$ cat config.mk
export PLATFORM = sky130hd
export DESIGN_NAME = spi_adc_scanner
export DESIGN_NICKNAME = d
export VERILOG_FILES = /design/src/rtl/spi_adc_scanner.sv
export SDC_FILE = /design/constraint.sdc
export NUM_CORES = 1
export LEC_CHECK = 0
export BUFFER_PORTS_ARGS = -buffer_cell sky130_fd_sc_hd__buf_2
export CAP_MARGIN = 20
export CORE_MARGIN = 3
export CORE_UTILIZATION = 50
export CTS_CLUSTER_SIZE = 25
export DETAILED_ROUTE_END_ITERATION = 16
export GPL_TIMING_DRIVEN = 1
export PLACE_DENSITY = 0.67
export SLEW_MARGIN = 20
export SYNTH_ARGS = -nofsm -noshare
export SYNTH_HDL_FRONTEND = slang
export SYNTH_SLANG_ARGS = --single-unit
$ cat constraint.sdc
create_clock -name CLK -period 7.87 [get_ports CLK]
set_input_delay 1.574 -clock CLK [delete_from_list [all_inputs] [get_ports CLK]]
set_output_delay 1.574 -clock CLK [all_outputs]
set_load 0.01 [all_outputs]
$ cat src/rtl/spi_adc_scanner.sv
`default_nettype none
// ---------------------------------------------------------------------------
// spi_adc_scanner : masked multi-channel SPI (mode 0) ADC scanner, result bank
// Revision: 1.0
// ---------------------------------------------------------------------------
module spi_adc_scanner #(
  parameter int DATA_W  = 10,
  parameter int NUM_CH  = 8,
  parameter int CH_W    = $clog2(NUM_CH),
  parameter int CLK_DIV = 4,
  parameter int CS_IDLE = 2
) (
  input  logic              CLK,
  input  logic              RST,
  input  logic              start,
  input  logic              cont,
  input  logic [NUM_CH-1:0] ch_mask,
  output logic              busy,
  output logic              done,
  input  logic [CH_W-1:0]   rd_ch,
  output logic [DATA_W-1:0] rd_data,
  output logic              rd_valid,
  output logic              SCLK,
  output logic              CS,
  output logic              MOSI,
  input  logic              MISO
);
  localparam int FRAME  = 3 + CH_W + DATA_W;
  localparam int HOLD_N = CS_IDLE * 2 * CLK_DIV;
  localparam int DIV_W  = $clog2(CLK_DIV + 1);
  localparam int BIT_W  = $clog2(FRAME + 1);
  localparam int HLD_W  = $clog2(HOLD_N + 1);
  localparam logic [DIV_W-1:0] DIV_LAST = DIV_W'(CLK_DIV - 1);
  localparam logic [HLD_W-1:0] HLD_LAST = HLD_W'(HOLD_N - 1);

  typedef enum logic [2:0] {S_IDLE, S_SETUP, S_XFER, S_HOLD, S_NEXT} state_t;

  state_t              state_q;
  logic                busy_q, done_q, cs_q, sclk_q, mosi_q;
  logic [NUM_CH-1:0]   mask_q;
  logic [CH_W-1:0]     ch_q;
  logic [DIV_W-1:0]    div_q;
  logic [BIT_W-1:0]    bit_q;
  logic [HLD_W-1:0]    hold_q;
  logic [DATA_W-1:0]   sh_q;
  logic [DATA_W-1:0]   bank_q [NUM_CH];
  logic [NUM_CH-1:0]   valid_q;

  logic                low_found_d, nxt_found_d, cmd_bit_d;
  logic [CH_W-1:0]     low_ch_d, nxt_ch_d, ch_shift_d;

  // Descending scan so the last hit is the lowest qualifying index.
  always_comb begin
    low_found_d = 1'b0;
    low_ch_d    = '0;
    nxt_found_d = 1'b0;
    nxt_ch_d    = '0;
    for (int i = NUM_CH - 1; i >= 0; i--) begin
      if (ch_mask[i]) begin
        low_found_d = 1'b1;
        low_ch_d    = CH_W'(i);
      end
      if (mask_q[i] && (i > int'(ch_q))) begin
        nxt_found_d = 1'b1;
        nxt_ch_d    = CH_W'(i);
      end
    end
  end

  // Command bit k (k = rises so far): 1 = SGL, 2..1+CH_W = channel MSB first.
  always_comb begin
    ch_shift_d = ch_q << (bit_q - BIT_W'(2));
    cmd_bit_d  = 1'b0;
    if (bit_q == BIT_W'(1)) begin
      cmd_bit_d = 1'b1;
    end else if ((bit_q >= BIT_W'(2)) && (bit_q < BIT_W'(2 + CH_W))) begin
      cmd_bit_d = ch_shift_d[CH_W-1];
    end
  end

  always_ff @(posedge CLK or posedge RST) begin
    if (RST) begin
      state_q <= S_IDLE;
      busy_q  <= 1'b0;
      done_q  <= 1'b0;
      cs_q    <= 1'b1;
      sclk_q  <= 1'b0;
      mosi_q  <= 1'b0;
      mask_q  <= '0;
      ch_q    <= '0;
      div_q   <= '0;
      bit_q   <= '0;
      hold_q  <= '0;
      sh_q    <= '0;
      valid_q <= '0;
      for (int i = 0; i < NUM_CH; i++) bank_q[i] <= '0;
    end else begin
      done_q <= 1'b0;
      case (state_q)
        S_IDLE: begin
          if (start && low_found_d) begin
            mask_q  <= ch_mask;
            ch_q    <= low_ch_d;
            busy_q  <= 1'b1;
            cs_q    <= 1'b0;
            mosi_q  <= 1'b1;
            div_q   <= '0;
            state_q <= S_SETUP;
          end
        end
        S_SETUP: begin
          if (div_q == DIV_LAST) begin
            div_q   <= '0;
            sclk_q  <= 1'b1;
            bit_q   <= BIT_W'(1);
            state_q <= S_XFER;
          end else begin
            div_q <= div_q + 1'b1;
          end
        end
        S_XFER: begin
          if (div_q == DIV_LAST) begin
            div_q <= '0;
            if (!sclk_q) begin
              sclk_q <= 1'b1;
              bit_q  <= bit_q + 1'b1;
              if (bit_q >= BIT_W'(3 + CH_W)) sh_q <= (sh_q << 1) | DATA_W'(MISO);
            end else begin
              sclk_q <= 1'b0;
              if (bit_q == BIT_W'(FRAME)) begin
                bank_q[ch_q]  <= sh_q;
                valid_q[ch_q] <= 1'b1;
                cs_q          <= 1'b1;
                mosi_q        <= 1'b0;
                hold_q        <= '0;
                state_q       <= S_HOLD;
              end else begin
                mosi_q <= cmd_bit_d;
              end
            end
          end else begin
            div_q <= div_q + 1'b1;
          end
        end
        S_HOLD: begin
          if (hold_q == HLD_LAST) state_q <= S_NEXT;
          else hold_q <= hold_q + 1'b1;
        end
        S_NEXT: begin
          if (nxt_found_d) begin
            ch_q    <= nxt_ch_d;
            cs_q    <= 1'b0;
            mosi_q  <= 1'b1;
            div_q   <= '0;
            state_q <= S_SETUP;
          end else begin
            done_q <= 1'b1;
            if (cont && low_found_d) begin
              mask_q  <= ch_mask;
              ch_q    <= low_ch_d;
              cs_q    <= 1'b0;
              mosi_q  <= 1'b1;
              div_q   <= '0;
              state_q <= S_SETUP;
            end else begin
              busy_q  <= 1'b0;
              state_q <= S_IDLE;
            end
          end
        end
        default: state_q <= S_IDLE;
      endcase
    end
  end

  assign busy     = busy_q;
  assign done     = done_q;
  assign CS       = cs_q;
  assign SCLK     = sclk_q;
  assign MOSI     = mosi_q;
  assign rd_data  = (int'(rd_ch) < NUM_CH) ? bank_q[rd_ch] : '0;
  assign rd_valid = (int'(rd_ch) < NUM_CH) ? valid_q[rd_ch] : 1'b0;

endmodule
`default_nettype wire

# Word level (Yosys, flattened, before mapping)

Cells that the tools add are included.

Register bits after elaboration: 130
Input port bits: 16
Output and inout port bits: 16

Add/sub/neg operators: 4
Order comparisons: 16
Equality and inequality tests: 20
Shift-type cells: 1
Multiplexer cells: 96
Bitwise gates (word level): 5
Reductions and logical operators: 31

Operators by type and width:

| kind                | number |
|---|---|
| $mux 3              | 28 |
| $bwmux 80           | 1 |
| $mux 1              | 40 |
| $mux 5              | 7 |
| $bmux 10 s3         | 1 |
| $demux 10 s3        | 1 |
| $mux 10             | 3 |
| $mux 8              | 3 |
| $ne 2x2->1 const B  | 11 |
| $pmux 5 s2          | 2 |
| $reduce_and 4->1    | 5 |
| $pmux 8 s2          | 1 |
| $pmux 3 s5          | 1 |
| $gt 3x3->1 const A  | 4 |
| $logic_and 1x1->1   | 12 |
| $reduce_and 6->1    | 2 |
| $add 5x1->5 const B | 2 |
| $or 10x1->10        | 1 |
| $reduce_and 5->1    | 2 |
| $eq 3x2->1 const B  | 3 |
| $pmux 3 s3          | 1 |
| $reduce_and 3->1    | 3 |
| $ge 4x4->1 const B  | 2 |
| $lt 3x4->1 const B  | 2 |
| other kinds (28)    | 35 |

# Logic depth before layout (Yosys ltp)

Gate-level depths: netlist of the first run.

Depth after elaboration: 12
Gate-level depth with buffers: 9
Mapped depth without buffers: 8

# Worst setup path before layout of the first run

Ideal clock, no wire load.

Kind: input to output
Start: input rd_ch[1]
End: output rd_data[0]
Arrival time: 2.949 ns
Required time: 6.296 ns
Setup slack: 3.347 ns
Stages: 4
Path through: clkbuf_1 > clkbuf_1 > mux4_2 > mux2_2

Word-level cells in the longest chain between the ends: 4

Ends and longest elaborated chain:

| element                                    | line | text |
|---|---|---|
| from (decl)                                | 20   | `input logic [CH_W-1:0] rd_ch,` |
| $not 3->4 (not written as such)            | 181  | `assign rd_data = (int'(rd_ch) < NUM_CH) ? bank_q[rd_ch] : '0;` |
| $bmux 10 s3                                | 181  |  |
| $mux 10 (not written as such) (2 in a row) | 181  |  |
| to (decl)                                  | 21   | `output logic [DATA_W-1:0] rd_data,` |

No other way between the ends. The select of a mux whose other input is x is not followed.

# Worst setup path in the final report of the first run

Start: input rd_ch[0]
End: output rd_data[7]

Same word-level chain as after synthesis.

==> out/results.tsv, run 1 <==
stage	metric	value	unit
worst_setup_path	slowest_stage	mux4_2	
synthesis	synth-edff-count	0	
timing	hold_viol_final	0	
die	die_height	118	um
final_layout	antenna_cells	0	
global_routing	grt_first_pass_wirelength	20.4	mm
final_layout	fillers	982	
die	io_pins	32	
clock_tree	cts_root_buf	clkbuf_16	
routing	routed_wl	12.1	mm
pwr	vdd_drop_max	131	uV
timing	grt_setup_unrepaired	no	
final_layout	final_nets	527	
synthesis	syn_nets	503	
synthesis	synthCells	477	
timing	setup_tns	0	ns
worst_setup_path	cpMostUsedCell	buf_2	
routing	firstDrtPassIters	4	
synthesis	ys_ff_latch	129	
routing	detailroute.via_count	3826	
worst_setup_path	worstSetupPathType	in -> out	
routing	dr.max_layer_used	met4	
final_layout	area_delta_synth_final	13.9	%
final_layout	seqCellArea	3230	um^2
worst_setup_path	worst-path-max-fanout	22	
clock_tree	cts_max_path_buffers	2	
routing	drc	0	
synthesis	synth-seq-area-share	51.2	%
synthesis	yosys_warnings	0	
clock_tree	clock_sinks	129	
clock_tree	postCtsResizedCells	0	
routing	viasPerCell	5.62	
timing	maxSlewViolCount	0	
global_routing	overflow	0	
clock_tree	numCtsBuffers	17	
min_path	hp-class	reg -> reg	
synthesis	synth_top_area_share	50.8	%
routing	post_drt_wl_per_cell	17.8	um
clock_tree	path_clk_slew	0.06	ns
synthesis	yosys.area.top_type	dfrtp_1	
timing	tightest_slew	1.07	ns
final_layout	multiInputGateArea	2890	um^2
timing	max_freq	0.212	GHz
synthesis	async_flop_share	100	%
run	max_cap_viol_count	0	
clock_tree	holdBufCountCts	0	
worst_setup_path	required	6.30	ns
timing	post-route-period-util	60.0	%
routing	first_iter_violations	315	
routing	wl_met2	5.88	mm
global_routing	grt_pass1_vias	3895	
final_layout	drive_gt1_share	41.7	%
global_routing	antenna_found_initial	0	
die	start_util	51.9	%
global_routing	grt_usage	18.7	%
clock_tree	worstSkewPairLatency	0.41	ns
timing	holdWs	0.461	ns
synthesis	synth_common_cells	128 x dfrtp_1, 99 x mux2_2, 22 x mux4_2	
synthesis	synth_area_leaders	dfrtp_1 51%, mux2_2 18%, mux4_2 7.9%, ha_1 2.0%, mux2_1 1.8%	
timing	max-slew-margin-rel	28.7	%
worst_setup_path	slowest_delay	0.58	ns
synthesis	synth_ff_type	dfrtp_1	
synthesis	synth_cell_types	63	
worst_setup_path	end_kind	output pin	
timing	setup_violations	0	
timing	clock_skew	0.00848	ns
global_routing	grt_start_max_net_pins	82	
worst_setup_path	start_kind	input port	
clock_tree	cts_tree	built	
placement	io_buffers	31	
synthesis	avgSynthCellArea	13.2	um^2
pwr	leakagePower	3.49	nW
die	core_area	12200	um^2
synthesis	yosysMostFrequentCell	dfrtp_1	
clock_tree	cts_setup_buffers	0	
pwr	power_density	209	nW/um^2
timing	fin_crit	4.72	ns
clock_tree	htreeDepth	4	
die	rows	40	
run_status	status	finished, final reports clean	
worst_setup_path	crit_path_cell_trace	buf_2 > mux4_2 > mux2_2 > buf_2	
die	die_w	118	um
routing	wl_met3	424	um
worst_setup_path	cp.arrival	3.15	ns
pwr	power	1.50	mW
placement	gp_congestion	0.804	
routing	ant_nets	0	
routing	m1WireLength	5.70	mm
synthesis	syn_area	6310	um^2
die	dieArea	14000	um^2
placement	dpl.hpwl	7.79	mm
final timing paths:
kind	endpoint	slack, ns	depth (start not counted)	from
worst max-delay path	rd_data[7]	3.15	4	rd_ch[0]
worst max register to register	bank_q[28]	5.17	7	bit_q[1]
worst min-delay path	valid_q[0]	0.46	1	valid_q[0]
max in group asynchronous	hold_q[4]	5.19	3	RST
worst min register to register	valid_q[0]	0.46	1	valid_q[0]
min in group asynchronous	bank_q[20]	1.25	2	RST
worst max-delay path, delay by kind of cell:
kind     cells  cell delay (ns)
mux          2             0.86
buf+inv      2             0.69
kinds of logic after synthesis:
family	count (synthesis)	share of synthesized area [%]
xor gates and xnor gates	1	0.139
AOI/OAI and AO/OA	62	6.56
muxes	134	27.9
buffers and inverters	44	3.05
and+or+nand+nor	97	9.20
adders and majority gates	10	1.98
DFF	129	51.2
power by group:
group | internal [mW] | total, mW | switching [mW]
registers | 0.664 | 0.664 | 0.000154
clock network | 0.528 | 0.804 | 0.276
logic | 0.00984 | 0.0341 | 0.0242
flip-flops by register name, summed over array words and instances (netlist names):
signal,flops
CS,1
MOSI,1
SCLK,1
bank_q,80
bit_q,5
busy,1
ch_q,3
div_q,3
done,1
hold_q,5
mask_q,7
sh_q,10
state_q,3
valid_q,8
final cells by class:
type	instances	share of cell area (%)
Inverter	13	0.714
Clock inverter	9	1.81
Multi-Input combinational cell	304	40.2
Sequential cell	129	44.9
Tap cell	168	2.93
Clock buffer	22	6.74
Timing Repair Buffer	36	2.68
per-layer routing:
| layer | vias to the layer above | GRT usage (%) |
|---|---|---|
| met5 | - | 0 |
| met4 | 0 | 5.86 |
| met3 | 9 | 5.45 |
| met2 | 65 | 28.9 |
| met1 | 1961 | 25.5 |
| li1 | 1791 | - |
placed cells by master (no fill, tap or decap), types with 11 or more instances in the layout:
master	n
inv_1	11
mux2_2	99
o21ai_0	19
nand2_1	21
nor2_1	15
clkbuf_16	17
a21oi_1	15
buf_2	31
dfrtp_1	128
mux4_2	22
stage by stage:
stage	cells	cell area [um^2]	setup WS, ns	utilization (%)
4_1_cts	681	7180	3.10	59.1
3_5_place_dp	650	6570	3.09	54.0
2_1_floorplan	477	6310	2.86	-
5_1_grt	681	7180	3.01	59.1
3_3_place_gp	650	6570	3.12	54.0
6_report	681	7180	3.15	59.1
(Power assumes the default switching activity.)
==> run 2, diff against run 1 <==
--- a/config.mk
+++ b/config.mk
@@ -5,6 +5,7 @@
 export SDC_FILE = /design/constraint.sdc
 export NUM_CORES = 1
 export LEC_CHECK = 0
+export ABC_AREA = 1
 export BUFFER_PORTS_ARGS = -buffer_cell sky130_fd_sc_hd__buf_2
 export CAP_MARGIN = 20
 export CORE_MARGIN = 3
@@ -12,7 +13,7 @@
 export CTS_CLUSTER_SIZE = 25
 export DETAILED_ROUTE_END_ITERATION = 16
 export GPL_TIMING_DRIVEN = 1
-export PLACE_DENSITY = 0.67
+export PLACE_DENSITY = 0.7
 export SLEW_MARGIN = 20
 export SYNTH_ARGS = -nofsm -noshare
 export SYNTH_HDL_FRONTEND = slang
==> constraint.sdc (replaced) <==
create_clock -name CLK -period 3.9 [get_ports CLK]
set_input_delay 0.78 -clock CLK [delete_from_list [all_inputs] [get_ports CLK]]
set_output_delay 0.78 -clock CLK [all_outputs]
set_load 0.01 [all_outputs]
==> run 2 against run 1 <==
Synthesized cell count up 59%; die area down 1.4%; critical path depth up 2; cell area down 1.6%; total power rose to 2.7 times the previous value; first-iteration DRC count up 17%; global-route usage up 3.1 points; combinational power rose to 25 times the previous value; register-to-register slack worse by 3.8 ns.
==> out/results.tsv, run 2 <==
stage	metric	value	unit	change
run_status	status	finished, final reports clean		
routing	ant_nets	0		unchanged
synthesis	synth_top_area_share	51.5	%	+0.76 points
worst_setup_path	crit_buf_inv	3		+1
final_layout	antenna_cells	0		unchanged
synthesis	ys_ff_latch	129		unchanged
pwr	vdd_drop_max	365	uV	+180%
die	dieArea	13800	um^2	-1.4%
clock_tree	cts_setup_buffers	0		unchanged
final_layout	top_register	bank_q		
synthesis	yosys_warnings	0		unchanged
final_layout	area_delta_synth_final	13.7	%	
synthesis	syn_nets	785		+56%
clock_tree	numCtsBuffers	17		unchanged
timing	setup_violations	0		unchanged
global_routing	grt_pass1_vias	5159		+32%
global_routing	antenna_found_initial	0		unchanged
die	die_w	118	um	-0.70%
die	rows	40		unchanged
die	die_height	118	um	-0.70%
pwr	leakagePower	3.41	nW	-2.5%
timing	post-route-period-util	80.7	%	
clock_tree	cts_tree	built		
worst_setup_path	cpMostUsedCell	buf_2		
timing	max_freq	0.318	GHz	
clock_tree	holdBufCountCts	0		unchanged
placement	io_buffers	31		unchanged
routing	detailroute.via_count	5108		+34%
worst_setup_path	start_kind	input port		
clock_tree	cts_root_buf	clkbuf_16		
timing	setup_tns	0	ns	unchanged
routing	first_iter_violations	367		+17%
synthesis	yosysMostFrequentCell	nand2_1		
synthesis	synth_area_leaders	dfrtp_1 52%, nand2_1 10%, o21ai_0 6.9%, inv_1 5.0%, nor2_1 4.5%		
synthesis	synth-edff-count	0		unchanged
pwr	power_density	569	nW/um^2	+170%
placement	place_area	6450	um^2	-1.8%
synthesis	synth_cell_types	39		-38%
synthesis	yosys.area.top_type	dfrtp_1		
global_routing	grt_start_max_net_pins	64		-22%
worst_setup_path	critical_path.top_delay_family	buffers and inverters		
synthesis	synthCells	759		+59%
routing	viasPerCell	5.33		-5.1%
final_layout	final_util	58.6	%	-0.48 points
global_routing	overflow	0		unchanged
synthesis	synth-seq-area-share	52.0	%	+0.76 points
routing	firstDrtPassIters	5		+1
final_layout	largest_reg_flops	80		unchanged
clock_tree	htreeDepth	4		unchanged
final_layout	final_nets	803		+52%
routing	drc	0		unchanged
clock_tree	postCtsResizedCells	0		unchanged
synthesis	async_flop_share	100	%	unchanged
final_layout	mostFrequentLayoutCell	nand2_1		
clock_tree	cts_max_path_buffers	2		unchanged
placement	dpl.hpwl	9.33	mm	+20%
clock_tree	worstSkewPairLatency	0.42	ns	about the same
timing	hold_viol_final	0		unchanged
routing	post_drt_wl_per_cell	14.7	um	-17%
timing	maxSlewViolCount	0		unchanged
timing	max-slew-margin-rel	31.4	%	+2.6 points
worst_setup_path	worst-path-max-fanout	31		+41%
final_layout	reg_top3	bank_q (80), sh_q (10), valid_q (8)		
routing	routed_wl	14.1	mm	+16%
worst_setup_path	end_kind	output pin		
worst_setup_path	crit_path_cell_trace	buf_2 > inv_1 > nor2_1 > o21ai_0 > a31oi_1 > buf_2		
worst_setup_path	worstSetupPathType	in -> out		
run	max_cap_viol_count	0		unchanged
worst_setup_path	slowest_stage	buf_2		
die	io_pins	32		unchanged
synthesis	synth_common_cells	166 x nand2_1, 128 x dfrtp_1, 86 x o21ai_0		
timing	tightest_slew	1.03	ns	-0.0403 ns
final_layout	fin_area	7070	um^2	-1.6%
die	core_area	12100	um^2	-0.82%
timing	holdWs	0.406	ns	-0.0544 ns
final_layout	fillers	1092		+11%
min_path	hp-class	in -> async		
timing	clock_skew	0.00557	ns	-0.00291 ns
worst_setup_path	slowest_delay	0.46	ns	-0.12 ns
clock_tree	clock_sinks	129		unchanged
die	start_util	51.5	%	-0.34 points
synthesis	syn_area	6220	um^2	-1.5%
global_routing	grt_first_pass_wirelength	24.5	mm	+20%
timing	grt_setup_unrepaired	no		
global_routing	grt_usage	21.8	%	+3.1 points
worst_setup_path	cp.arrival	2.37	ns	-0.78 ns
synthesis	synth_ff_type	dfrtp_1		
synthesis	avgSynthCellArea	8.19	um^2	-38%
final_layout	final_cell_mix	166 x nand2_1, 128 x dfrtp_1, 86 x o21ai_0		
worst_setup_path	required	3.12	ns	-3.18 ns
clock_tree	path_clk_slew	0.05	ns	about the same
placement	gp_congestion	0.889		+11%
timing	fin_crit	3.15	ns	
final_layout	drive_gt1_share	11.3	%	-30 points
==> run 2: cell count changes after synthesis, moves of 10 or more <==
cell	change
a31oi_1	+10
o21ai_1	+37
mux2_1	-10
inv_1	+70
a21oi_1	+26
buf_1	-10
mux2_2	-99
buf_2	+11
nand3_1	+13
o21ai_0	+67
nor2_1	+59
nand2_1	+145
mux4_2	-22
==> run 2: layout make-up <==
type / count / area, um^2 / share of cell area (%)
inverters: 86 / 327 / 4.62
flip-flops and latches: 129 / 3230 / 45.7
well taps: 168 / 210 / 2.97
clock buffers: 22 / 464 / 6.57
repair buffers: 36 / 218 / 3.08
clock inverters: 10 / 134 / 1.89
multi-input cells: 507 / 2480 / 35.2
==> run 2: per-stage QoR <==
step	std cells	power (mW)	setup WS, ns
finish	958	4.02	0.754
global route	958	4.27	0.631
CTS	957	4.05	0.837
detailed placement	925	2.45	0.852
global placement	925	2.40	0.901
floorplan	759	2.27	1.31
==> run 2: power by group <==
| part | internal, mW | switching, mW | leakage, nW |
|---|---|---|---|
| sequential | 1.46 | 0.111 | 1.76 |
| clock | 1.03 | 0.563 | 0.290 |
| combinational | 0.291 | 0.560 | 1.36 |
==> run 2: logic make-up after synthesis <==
logic type	share of synthesized area, %
AOI/OAI and AO/OA	18.7
xor gates and xnor gates	0.141
adders and majority gates	2.01
buffers and inverters	8.07
DFF	52.0
and+or+nand+nor	19.2
==> run 2: final timing paths <==
| kind | from | endpoint | depth (start not counted) | slack (ns) |
|---|---|---|---|---|
| max | rd_ch[1] | rd_data[9] | 6 | 0.75 |
| min | RST | bit_q[4] | 2 | 0.41 |
| max reg2reg | bit_q[1] | bank_q[65] | 9 | 1.39 |
| min reg2reg | valid_q[6] | valid_q[6] | 2 | 0.45 |
| max in group asynchronous | RST | sh_q[2] | 3 | 2.75 |
| min in group CLK | valid_q[6] | valid_q[6] | 2 | 0.45 |
==> run 2: metal layers <==
layer | global-route usage, % | vias to the layer above | part of all wire, %
met4 | 8.06 | 0 | 1.6
met3 | 5.00 | 17 | 4.6
met1 | 28.5 | 2453 | 45
li1 | - | 2520 | -
met2 | 35.7 | 118 | 48
met5 | 0 | - | 0
==> run 2: worst reg2reg max path, stage by stage, from the launching register on <==
cell	delay, ns
dfrtp_1	0.41
inv_1	0.21
ha_1	0.18
nand4_1	0.13
inv_1	0.11
nand3_2	0.10
inv_2	0.11
nand3_1	0.71
nor2_1	0.34
a21oi_1	0.06
==> run 3, diff against run 2 <==
--- a/config.mk
+++ b/config.mk
@@ -5,7 +5,7 @@
 export SDC_FILE = /design/constraint.sdc
 export NUM_CORES = 1
 export LEC_CHECK = 0
-export ABC_AREA = 1
+export ABC_AREA = 0
 export BUFFER_PORTS_ARGS = -buffer_cell sky130_fd_sc_hd__buf_2
 export CAP_MARGIN = 20
 export CORE_MARGIN = 3
@@ -13,7 +13,7 @@
 export CTS_CLUSTER_SIZE = 25
 export DETAILED_ROUTE_END_ITERATION = 16
 export GPL_TIMING_DRIVEN = 1
-export PLACE_DENSITY = 0.7
+export PLACE_DENSITY = 0.67
 export SLEW_MARGIN = 20
 export SYNTH_ARGS = -nofsm -noshare
 export SYNTH_HDL_FRONTEND = slang
==> constraint.sdc (replaced) <==
create_clock -name CLK -period 2.9 [get_ports CLK]
set_input_delay 0.58 -clock CLK [delete_from_list [all_inputs] [get_ports CLK]]
set_output_delay 0.58 -clock CLK [all_outputs]
set_load 0.01 [all_outputs]
==> run 3 against run 2 <==
Core utilization up 0.86 points; non-clock buffer count up 11; critical path depth down 2; cell area up 2.3%; total power down 3.7%; sequential power up 14%; die area up 1.4%; via count down 24%; clock skew up 0.0013 ns; highest routed layer unchanged.
==> out/results.tsv, run 3 (synthesis gave the netlist of run 1 again) <==
stage	metric	value	unit	change
pwr	power_density	536	nW/um^2	-5.9%
global_routing	antenna_found_initial	0		unchanged
final_layout	drive_gt1_share	42.7	%	+31 points
timing	clock_skew	0.00689	ns	+0.00133 ns
clock_tree	postCtsResizedCells	0		unchanged
global_routing	overflow	0		unchanged
worst_setup_path	required	2.32	ns	-0.80 ns
clock_tree	path_clk_slew	0.05	ns	about the same
global_routing	grt_pass1_vias	4088		-21%
clock_tree	cts_tree	built		
clock_tree	htreeDepth	4		unchanged
clock_tree	cts_max_path_buffers	2		unchanged
routing	drc	0		unchanged
routing	post_drt_wl_per_cell	18.0	um	+22%
placement	gp_congestion	0.765		-14%
final_layout	seqCellArea	3230	um^2	unchanged
final_layout	fillers	964		-12%
timing	grt_setup_unrepaired	no		
timing	holdWs	0.348	ns	-0.0581 ns
routing	firstDrtPassIters	6		+1
worst_setup_path	crit_path_cell_trace	buf_2 > mux4_2 > mux2_2 > buf_2		
final_layout	multiInputGateArea	2890	um^2	+16%
worst_setup_path	end_kind	output pin		
worst_setup_path	start_kind	input port		
worst_setup_path	worst-r2r-cell-count	8		-1
global_routing	grt_util_met1	25.2	%	-3.3 points
final_layout	final_nets	538		-33%
timing	setup_violations	0		unchanged
worst_setup_path	reg2reg_setup_slack	0.42	ns	-0.97 ns
routing	detailroute.via_count	3883		-24%
clock_tree	worstSkewPairLatency	0.41	ns	about the same
worst_setup_path	worstSetupPathType	in -> out		
global_routing	top_usage_layer	met2		
timing	fin_crit	2.52	ns	
clock_tree	holdBufCountCts	0		unchanged
timing	max_freq	0.397	GHz	
die	rows	40		unchanged
die	io_pins	32		unchanged
placement	dp_slack	0.345	ns	-0.507 ns
final_layout	largest_reg_flops	80		unchanged
global_routing	grt_first_pass_wirelength	21.1	mm	-14%
pwr	vdd_drop_max	352	uV	-3.8%
clock_tree	cts_root_buf	clkbuf_16		
timing	max-slew-margin-rel	53.7	%	+22 points
timing	fin_ws	0.381	ns	-0.373 ns
global_routing	use_met3	5.50	%	+0.50 points
timing	setup_tns	0	ns	unchanged
clock_tree	cts_setup_buffers	0		unchanged
pwr	leakagePower	3.52	nW	+3.4%
placement	io_buffers	31		unchanged
run_status	status	finished, final reports clean		
worst_setup_path	cpMostUsedCell	buf_2		
final_layout	area_delta_synth_final	14.6	%	
die	dieArea	14000	um^2	+1.4%
die	core_area	12200	um^2	+0.83%
timing	hold_viol_final	0		unchanged
die	die_w	118	um	+0.70%
min_path	hp-class	in -> async		
worst_setup_path	crit_start	rd_ch[1]		
clock_tree	clock_sinks	129		unchanged
worst_setup_path	rr_endpoint	bank_q[36]		
final_layout	reg_top3	bank_q (80), sh_q (10), valid_q (8)		
global_routing	grt_start_max_net_pins	130		+100%
die	die_height	118	um	+0.70%
routing	ant_nets	0		unchanged
final_layout	mostFrequentLayoutCell	dfrtp_1		
timing	tightest_slew	0.694	ns	-0.332 ns
worst_setup_path	rr_startpoint	bit_q[1]		
timing	post-route-period-util	86.9	%	
worst_setup_path	cp.arrival	1.94	ns	-0.43 ns
final_layout	final_cell_mix	128 x dfrtp_1, 99 x mux2_2, 31 x buf_2		
run	max_cap_viol_count	0		unchanged
die	start_util	51.9	%	+0.34 points
timing	maxSlewViolCount	0		unchanged
routing	first_iter_violations	210		-43%
routing	viasPerCell	5.60		+5.1%
worst_setup_path	slowest_stage	mux4_2		
final_layout	top_register	bank_q		
clock_tree	numCtsBuffers	17		unchanged
routing	routed_wl	12.5	mm	-12%
worst_setup_path	slowest_delay	0.57	ns	+0.11 ns
global_routing	grt_usage	19.2	%	-2.6 points
final_layout	antenna_cells	0		unchanged
placement	dpl.hpwl	7.75	mm	-17%
worst_setup_path	worst-path-max-fanout	14		-55%
global_routing	gr-usage-met2	31.5	%	-4.2 points
==> run 3: per-stage QoR <==
step | util [%] | instances | instance area [um^2] | total power [mW]
floorplan | - | 477 | 6310 | 1.89
global placement | 54.9 | 661 | 6680 | 1.94
detailed placement | 54.9 | 661 | 6680 | 1.94
CTS | 59.4 | 693 | 7230 | 3.92
global route | 59.4 | 693 | 7230 | 4.01
finish | 59.4 | 693 | 7230 | 3.87
==> run 3: where the power goes <==
group,total (mW),switching (mW),internal [mW]
Combinational,0.103,0.0681,0.0345
Sequential,1.80,0.000356,1.80
Clock,1.97,0.754,1.22
Total,3.87,0.822,3.05
==> run 3: critical path: cells and delay by family <==
kind / cells / cell delay (ns)
buffers and inverters: 2 / 0.52
muxes: 2 / 0.84
==> run 3: cell type report <==
cell class / instances / area share, %
Multi-Input combinational cell: 304 / 39.9
Inverter: 13 / 0.727
Timing Repair Buffer: 47 / 4.15
Sequential cell: 129 / 44.7
Clock inverter: 10 / 1.19
Tap cell: 168 / 2.91
Clock buffer: 22 / 6.42
==> run 3: how the worst max path moves through the flow <==
stage / end / cells after the start
3_5_place_dp: rd_data[0] / 5
3_3_place_gp: rd_data[8] / 4
4_1_cts: rd_valid / 4
2_1_floorplan: rd_data[0] / 4
5_1_grt: bank_q[36] / 8
6_report: rd_valid / 4
==> run 3: layer usage <==
metal	routed length [um]	up-vias	part of all wire [%]
li1	-	1815	-
met1	5640	2004	45
met2	6320	53	51
met3	385	11	3.1
met4	124	0	1.0
met5	0	-	0
